[src/rtl/pipeline_stage_chain.sv]
// pipeline_stage_chain: parametrised chain of STAGES payload registers with a
// valid/ready handshake. Empty stages always accept (bubble collapse), any subset
// of stages can be squashed, and the block reports registered occupancy plus a
// saturating count of cycles in which the output was stalled.
module pipeline_stage_chain #(
  parameter int DATA_W = 32,
  parameter int STAGES = 3,
  parameter int CNT_W  = 16
) (
  input  logic                         clk,
  input  logic                         rst_n,
  input  logic                         in_valid,
  output logic                         in_ready,
  input  logic [DATA_W-1:0]            in_data,
  output logic                         out_valid,
  input  logic                         out_ready,
  output logic [DATA_W-1:0]            out_data,
  input  logic                         in_flush,
  input  logic [STAGES-1:0]            in_flush_mask,
  output logic [$clog2(STAGES+1)-1:0]  out_count,
  output logic [CNT_W-1:0]             out_stall_cycles
);

  localparam int CW = $clog2(STAGES + 1);

  // Number of set bits in a stage-valid vector.
  function automatic logic [CW-1:0] popcnt(input logic [STAGES-1:0] v);
    logic [CW-1:0] c;
    c = '0;
    for (int i = 0; i < STAGES; i++) c = c + CW'(v[i]);
    return c;
  endfunction

  // Increment that sticks at all-ones instead of wrapping.
  function automatic logic [CNT_W-1:0] sat_inc(input logic [CNT_W-1:0] c);
    return (c == '1) ? c : c + CNT_W'(1);
  endfunction

  logic [STAGES-1:0]             r_vld;
  logic [STAGES-1:0][DATA_W-1:0] r_data;
  logic [CW-1:0]                 r_count;
  logic [CNT_W-1:0]              r_stall;

  logic [STAGES-1:0]             w_rdy;
  logic [STAGES-1:0]             w_up_vld;
  logic [STAGES-1:0][DATA_W-1:0] w_up_data;
  logic [STAGES-1:0]             w_kill;
  logic [STAGES-1:0]             w_nxt_vld;
  logic                          w_in_ready;

  // A stage can take a new beat if it is empty or its own occupant moves on.
  always_comb begin
    w_rdy = '0;
    w_rdy[STAGES-1] = !r_vld[STAGES-1] || out_ready;
    for (int i = STAGES - 2; i >= 0; i--) w_rdy[i] = !r_vld[i] || w_rdy[i+1];
  end

  // Flush blocks the input outright; reset also holds the input off.
  assign w_in_ready = w_rdy[0] && !in_flush && rst_n;

  // What each stage would see from its upstream neighbour this cycle.
  always_comb begin
    w_up_vld     = '0;
    w_up_data    = '0;
    w_up_vld[0]  = in_valid && w_in_ready;
    w_up_data[0] = in_data;
    for (int i = 1; i < STAGES; i++) begin
      w_up_vld[i]  = r_vld[i-1];
      w_up_data[i] = r_data[i-1];
    end
  end

  // Advance first, then squash; a beat leaving the last stage is already gone.
  always_comb begin
    w_kill    = in_flush_mask | {STAGES{in_flush}};
    w_nxt_vld = '0;
    for (int i = 0; i < STAGES; i++)
      w_nxt_vld[i] = (w_rdy[i] ? w_up_vld[i] : r_vld[i]) && !w_kill[i];
  end

  // Valid bits, occupancy and the stall counter.
  always_ff @(posedge clk) begin
    if (!rst_n) begin
      r_vld   <= '0;
      r_count <= '0;
      r_stall <= '0;
    end else begin
      r_vld   <= w_nxt_vld;
      r_count <= popcnt(w_nxt_vld);
      if (r_vld[STAGES-1] && !out_ready) r_stall <= sat_inc(r_stall);
    end
  end

  // Payload moves only with a valid beat; squashed stages keep stale data.
  always_ff @(posedge clk) begin
    if (!rst_n) begin
      r_data <= '0;
    end else begin
      for (int i = 0; i < STAGES; i++)
        if (w_rdy[i] && w_up_vld[i]) r_data[i] <= w_up_data[i];
    end
  end

  assign in_ready         = w_in_ready;
  assign out_valid        = r_vld[STAGES-1];
  assign out_data         = r_data[STAGES-1];
  assign out_count        = r_count;
  assign out_stall_cycles = r_stall;

endmodule

[config.mk]
export PLATFORM = sky130hd
export DESIGN_NAME = pipeline_stage_chain
export DESIGN_NICKNAME = d
export VERILOG_FILES = /design/src/rtl/pipeline_stage_chain.sv
export SDC_FILE = /design/constraint.sdc
export NUM_CORES = 1
export LEC_CHECK = 0
export CAP_MARGIN = 20
export CORE_MARGIN = 1.5
export CORE_UTILIZATION = 50
export DETAILED_ROUTE_END_ITERATION = 8
export PLACE_DENSITY = 0.8
export SLEW_MARGIN = 5
export SYNTH_ARGS = -nofsm -noshare
export SYNTH_HDL_FRONTEND = slang
export SYNTH_SLANG_ARGS = --single-unit
export TNS_END_PERCENT = 10
[constraint.sdc]
create_clock -name clk -period 3 [get_ports clk]
set_clock_uncertainty 0.2 [all_clocks]
set_input_delay 0.3 -clock clk [delete_from_list [all_inputs] [get_ports clk]]
set_output_delay 0.3 -clock clk [all_outputs]
set_load 0.005 [all_outputs]
==> results.ini, run 1 <==
[routing]
viasPerCell = 5.27
first_pass_iters = 7
dr_total_vias = 3928
wl_um = 10500
avgRoutedWirePerCell_um = 14.1
drtIter0Drc = 114
drc_errors = 6
ant_nets = 0

[pwr]
p_leak_nw = 2.07
finalPower_w = 0.00383
powerDensity_nw_per_um2 = 644
max-vdd-ir-drop_mv = 0.321

[cells_and_area]
n_antenna_cell = 0
multi_input_area_um2 = 1850
fill_cells = 688
layout_common_cells = nand2_1, dfxtp_1, clkdlybuf4s50_1, a21oi_1, o21ai_0
drive_gt1_share_pct = 7.21
final_common_cell = nand2_1
final_util_pct = 67.6
final_area_um2 = 5950
area_growth_pct = 29.5
seq_area_um2 = 2340
nNetsFinal = 667

[outcome]
violations = design-rule violations
status = complete, but fails checks

[clock_network]
clockBufferDepth = 2
cts.htree.levels = 4
cts_root_buf = clkbuf_8
cts_tree = built
insertion_delay_ns = 0.51
ctsResizeCount = 0
cts_buffers = 17
postCtsHoldBufs = 0
postCtsSetupBuffers = 0
clock-sinks = 117
path_clk_slew_ns = 0.05

[setup_path]
path_class = flop to primary output
cp_num_buf_inv = 1
cp_top_family = buffers and inverters
crit_path_end_kind = primary output
path_max_fanout = 5
max_stage_delay_ns = 0.45
cpMaxStageDelayCell = clkdlybuf4s50_1
cp_cell_sequence = nand4b_1 -> nor2b_1 -> clkdlybuf4s50_1
required_ns = 2.50
critPathLaunchType = flop
critPathArrivalTime_ns = 1.78

[yosys]
yosysUniqueCellTypes = 45
yosysSeqAreaShare_pct = 51.0
yosysWarnings = 0
ys.flop_type = dfxtp_1
syn_inst = 575
syn_nets = 617
synth_edf_count = 0
ys_ff_latch = 117
netlist_area_um2 = 4590
ys_async_sr_fraction_pct = 0
syn_avg_cell_area_um2 = 7.99

[place]
place_hpwl_um = 6780
pre_cts_ws_ns = 0.420
place_area_um2 = 5330
place.gp.congestion = 0.810
numPortBuffers = 91

[die]
coreArea_um2 = 8810
fp-row-count = 34
pin_count = 92
die-area_um2 = 9770
initial_core_util_pct = 52.2
die_w_um = 98.9
dieHeight_um = 98.9

[global_routing]
track_usage_pct = 22.0
antenna_found_initial = 0
grt_pass1_wl_um = 17000
overflow = 0
grt_max_degree = 65
grt_pass1_vias = 3691

[worst_hold_path]
holdCritPathClass = primary input to flop

[sta]
max_slew_margin_pct = 38.7
fin_tns_setup_ns = 0
period_minus_slack_ns = 2.28
hold_viol_final = 0
rsz0062_at_grt = no
timing.fmax_mhz = 439
maxSlewViolCount = 0
min_period_over_period_pct = 76.0
tightestPinTransition_ns = 0.917
setup_viol = 0
fin_ws_ns = 0.720

[job]
drv_cap = 0

[routing by layer]
layer	GRT usage, %	share of wire [%]	wire [um]	vias up
met3	7.16	5.9	621	10
li1	-	-	-	1970
met4	7.25	1.1	117	0
met2	37.0	49	5180	106
met1	26.7	44	4590	1842
met5	0	0	0	-
[per-stage QoR]
step	std cells	hold slack, ns
finish	746	0.0385
global route	746	0.0331
CTS	746	0.0153
detailed placement	714	0.241
global placement	714	0.235
floorplan	575	0.173
[layout make-up]
cell class,count,area share [%]
multi-input cells,383,31.1
inverters,6,0.378
clock inverters,8,2.42
clock buffers,24,8.07
well taps,108,2.27
repair buffers,100,16.4
flip-flops and latches,117,39.4
[cell usage after synthesis, types with 3 or more instances]
cell / number / area, um2
nand2_1: 206 / 773
dfxtp_1: 117 / 2340
a21oi_1: 68 / 340
o21ai_0: 36 / 180
buf_4: 32 / 240
clkbuf_1: 28 / 105
nand3_1: 7 / 35.0
mux2i_1: 6 / 60.1
nand4_1: 6 / 37.5
inv_1: 5 / 18.8
nand2b_1: 5 / 31.3
and2_1: 4 / 25.0
buf_2: 4 / 20.0
a211oi_1: 3 / 22.5
buf_1: 3 / 11.3
nor2_1: 3 / 11.3
nor3_1: 3 / 15.0
[logic make-up after synthesis]
group	Yosys count	synth area share (%)
adders and majority gates	2	0.708
DFF	117	51.0
muxes	6	1.31
and+or+nand+nor	253	23.4
AOI/OAI and AO/OA	122	14.4
buffers and inverters	75	9.18
[report_power, final]
part,total [W],switching (W),internal (W)
Clock,0.00210,0.000668,0.00144
Sequential,0.00160,0.0000140,0.00158
Combinational,0.000135,0.0000695,0.0000656
[registers in the layout, indices dropped and copies added, names as in the netlist]
signal / flops
out_count: 2
out_data: 32
out_stall_cycles: 16
r_data: 64
r_vld: 3
[worst reg2reg max path, stage by stage (launching register included)]
cell,delay (ns)
dfxtp_1,0.39
nor2b_1,0.53
a21oi_1,0.19
nor3_1,0.24
fa_1,0.44
and2_1,0.16
[path summary, 6_finish.rpt]
path                                    from           end  slack (ns)  depth (start not counted)
worst max-delay path                r_vld[1]      in_ready        0.72                          3
worst min-delay path                   rst_n    r_data[25]        0.04                          3
worst max register to register      r_vld[2]  out_count[0]        0.74                          5
worst min register to register  out_data[18]  out_data[18]        0.25                          2
Note: power is estimated with default switching activity, not from simulation.
==> run 2: changes to the inputs <==
==> constraint.sdc (replaced) <==
create_clock -name clk -period 2.1 [get_ports clk]
set_clock_uncertainty 0.2 [all_clocks]
set_input_delay 0.21 -clock clk [delete_from_list [all_inputs] [get_ports clk]]
set_output_delay 0.21 -clock clk [all_outputs]
set_load 0.005 [all_outputs]
==> run 2 against run 1 <==
Net effect:
- the flow still finishes with violations (design-rule violations)
- flip-flop and latch count is the same
- clock power increased by 33%
- clock-buffer cell count fell by 5
- worst hold slack gained 0.029 ns
- worst setup slack got worse by 0.59 ns
- final area is 1.7% higher
==> results.ini, run 2 (synthesis results as in run 1) <==
[sta]
period_minus_slack_ns = 1.97
fin_hold_ws_ns = 0.0673  ; was 0.0385 ns
hold_viol_final = 0  ; unchanged
min_period_over_period_pct = 93.8
max_slew_margin_pct = 62.7  ; was 38.7%
rsz0062_at_grt = no  ; unchanged
maxSlewViolCount = 0  ; unchanged
tightestPinTransition_ns = 0.559  ; was 0.917 ns
fin_ws_ns = 0.131  ; was 0.720 ns
timing.fmax_mhz = 508
setup_viol = 0  ; unchanged

[die]
initial_core_util_pct = 52.2  ; unchanged
fp-row-count = 34  ; unchanged
pin_count = 92  ; unchanged
dieHeight_um = 98.9  ; unchanged
die_w_um = 98.9  ; unchanged
die-area_um2 = 9770  ; unchanged
coreArea_um2 = 8810  ; unchanged

[outcome]
status = complete, but fails checks  ; unchanged
violations = design-rule violations  ; unchanged

[cells_and_area]
largest_reg_flops = 64  ; unchanged
final_common_cell = nand2_1  ; unchanged
regMostFlops = r_data  ; unchanged
fill_cells = 708  ; was 688
nNetsFinal = 679  ; was 667
drive_gt1_share_pct = 9.69  ; was 7.21%
fin_cells = 758  ; was 746
area_growth_pct = 31.7  ; was 29.5%
layout_common_cells = nand2_1, dfxtp_1, clkdlybuf4s50_1, a21oi_1, o21ai_0  ; unchanged
n_antenna_cell = 0  ; unchanged

[worst_hold_path]
holdCritStartpoint = in_data[4]  ; was rst_n
whs_path_depth = 3  ; unchanged
hold_end = r_data[4]  ; was r_data[25]
holdCritPathClass = primary input to flop  ; unchanged

[setup_path]
worstRegToRegCells = 5  ; unchanged
critPathArrivalTime_ns = 2.19  ; was 1.78 ns
r2r-end = out_stall_cycles[5]  ; was out_count[0]
crit_path_end_kind = flop  ; was primary output
required_ns = 2.32  ; was 2.50 ns
path_max_fanout = 9  ; was 5
r2r_slack_ns = 0.13  ; was 0.74 ns
path_class = flop to flop  ; was flop to primary output
critPathLaunchType = flop  ; unchanged
r2r-start = out_stall_cycles[1]  ; was r_vld[2]

[global_routing]
track_usage_pct = 21.7  ; was 22.0%
grt_pass1_wl_um = 17000  ; about the same
grt_pass1_vias = 3818  ; was 3691
antenna_found_initial = 0  ; unchanged
grt_max_degree = 65  ; unchanged
overflow = 0  ; unchanged

[job]
drv_cap = 0  ; unchanged

[pwr]
max-vdd-ir-drop_mv = 0.545  ; was 0.321 mV
powerDensity_nw_per_um2 = 873  ; was 644 nW/um2
p_leak_nw = 2.12  ; was 2.07 nW

[clock_network]
clockBufferDepth = 2  ; unchanged
cts.htree.levels = 4  ; unchanged
cts_buffers = 17  ; unchanged
path_clk_slew_ns = 0.06  ; was 0.05 ns
clock-sinks = 117  ; unchanged
cts_root_buf = clkbuf_8  ; unchanged
insertion_delay_ns = 0.50  ; was 0.51 ns
cts_tree = built  ; unchanged

[routing]
first_pass_iters = 9  ; was 7
viasPerCell = 5.20  ; was 5.27
wl_um = 9970  ; was 10500 um
drtIter0Drc = 139  ; was 114
avgRoutedWirePerCell_um = 13.1  ; was 14.1 um
drc_errors = 9  ; was 6
ant_nets = 0  ; unchanged
dr_total_vias = 3943  ; was 3928

[place]
numPortBuffers = 91  ; unchanged
pre_cts_ws_ns = -0.172  ; was 0.420 ns
place_hpwl_um = 6620  ; was 6780 um
place.gp.congestion = 0.884  ; was 0.810
dp.cells = 725  ; was 714

==> run 2: cell count changes in the layout (fill, tap and decap cells not counted), moves of 2 or more <==
cell,before,now
clkinvlp_4,0,2
clkinv_2,3,5
dfxtp_2,0,2
buf_4,9,17
buf_12,0,3
clkbuf_8,5,2
clkinv_4,0,2
clkbuf_1,3,1
dfxtp_1,117,115
==> run 2: per-stage QoR <==
stage / cell area [um2] / power (W) / util, % / TNS (ns)
6_report: 6050 / 0.00528 / 68.7 / 0
5_1_grt: 6050 / 0.00548 / 68.7 / 0
4_1_cts: 6040 / 0.00533 / 68.6 / 0
3_5_place_dp: 5440 / 0.00253 / 61.8 / -0.175
3_3_place_gp: 5440 / 0.00252 / 61.8 / -0.144
2_1_floorplan: 4600 / 0.00241 / - / 0
==> run 2: per-layer routing <==
layer  global-route usage [%]  part of all wire, %
met1                     24.8                   43
met3                     6.24                  5.5
met2                     38.1                   51
met5                        0                    0
met4                     8.68                 0.54
==> run 2: worst max-delay path by stage <==
| stage | cells past startpoint | end | startpoint | slack (ns) |
|---|---|---|---|---|
| 2_1_floorplan | 7 | out_count[0] | r_vld[2] | 0.02 |
| 3_3_place_gp | 7 | out_count[0] | in_flush | -0.14 |
| 3_5_place_dp | 7 | out_count[0] | in_flush | -0.17 |
| 4_1_cts | 5 | out_stall_cycles[9] | out_stall_cycles[1] | 0.11 |
| 5_1_grt | 5 | out_stall_cycles[7] | out_stall_cycles[1] | 0.0008 |
| 6_report | 5 | out_stall_cycles[5] | out_stall_cycles[1] | 0.13 |
==> run 2: timing repair <==
action	in CTS	in global routing
resized for setup	3	1
hold buffers	1	0
setup endpoints to repair	1	1
hold endpoints to repair	1	0
setup buffers	0	0
==> run 2: area by class of cell <==
cell class                 count  area [um2]  area share [%]
tap                          108         135            2.23
sequential                   117        2340            38.8
multi-input combinational    383        1860            30.7
clock inverter                13         156            2.59
inverter                       6        22.5           0.372
clock buffer                  19         432            7.14
timing repair buffer         112        1100            18.2
==> run 2: report_power, final <==
| part | internal, W | leakage (nW) | switching, W |
|---|---|---|---|
| sequential | 0.00226 | 0.948 | 0.0000198 |
| clock | 0.00183 | 0.288 | 0.000971 |
| combinational | 0.000101 | 0.885 | 0.000100 |
==> run 2: critical path, stage by stage, from the launching register on <==
cell,delay [ns]
dfxtp_1,0.34
ha_1,0.25
and4_1,0.22
and4b_1,0.31
or4_1,0.43
a21oi_1,0.15
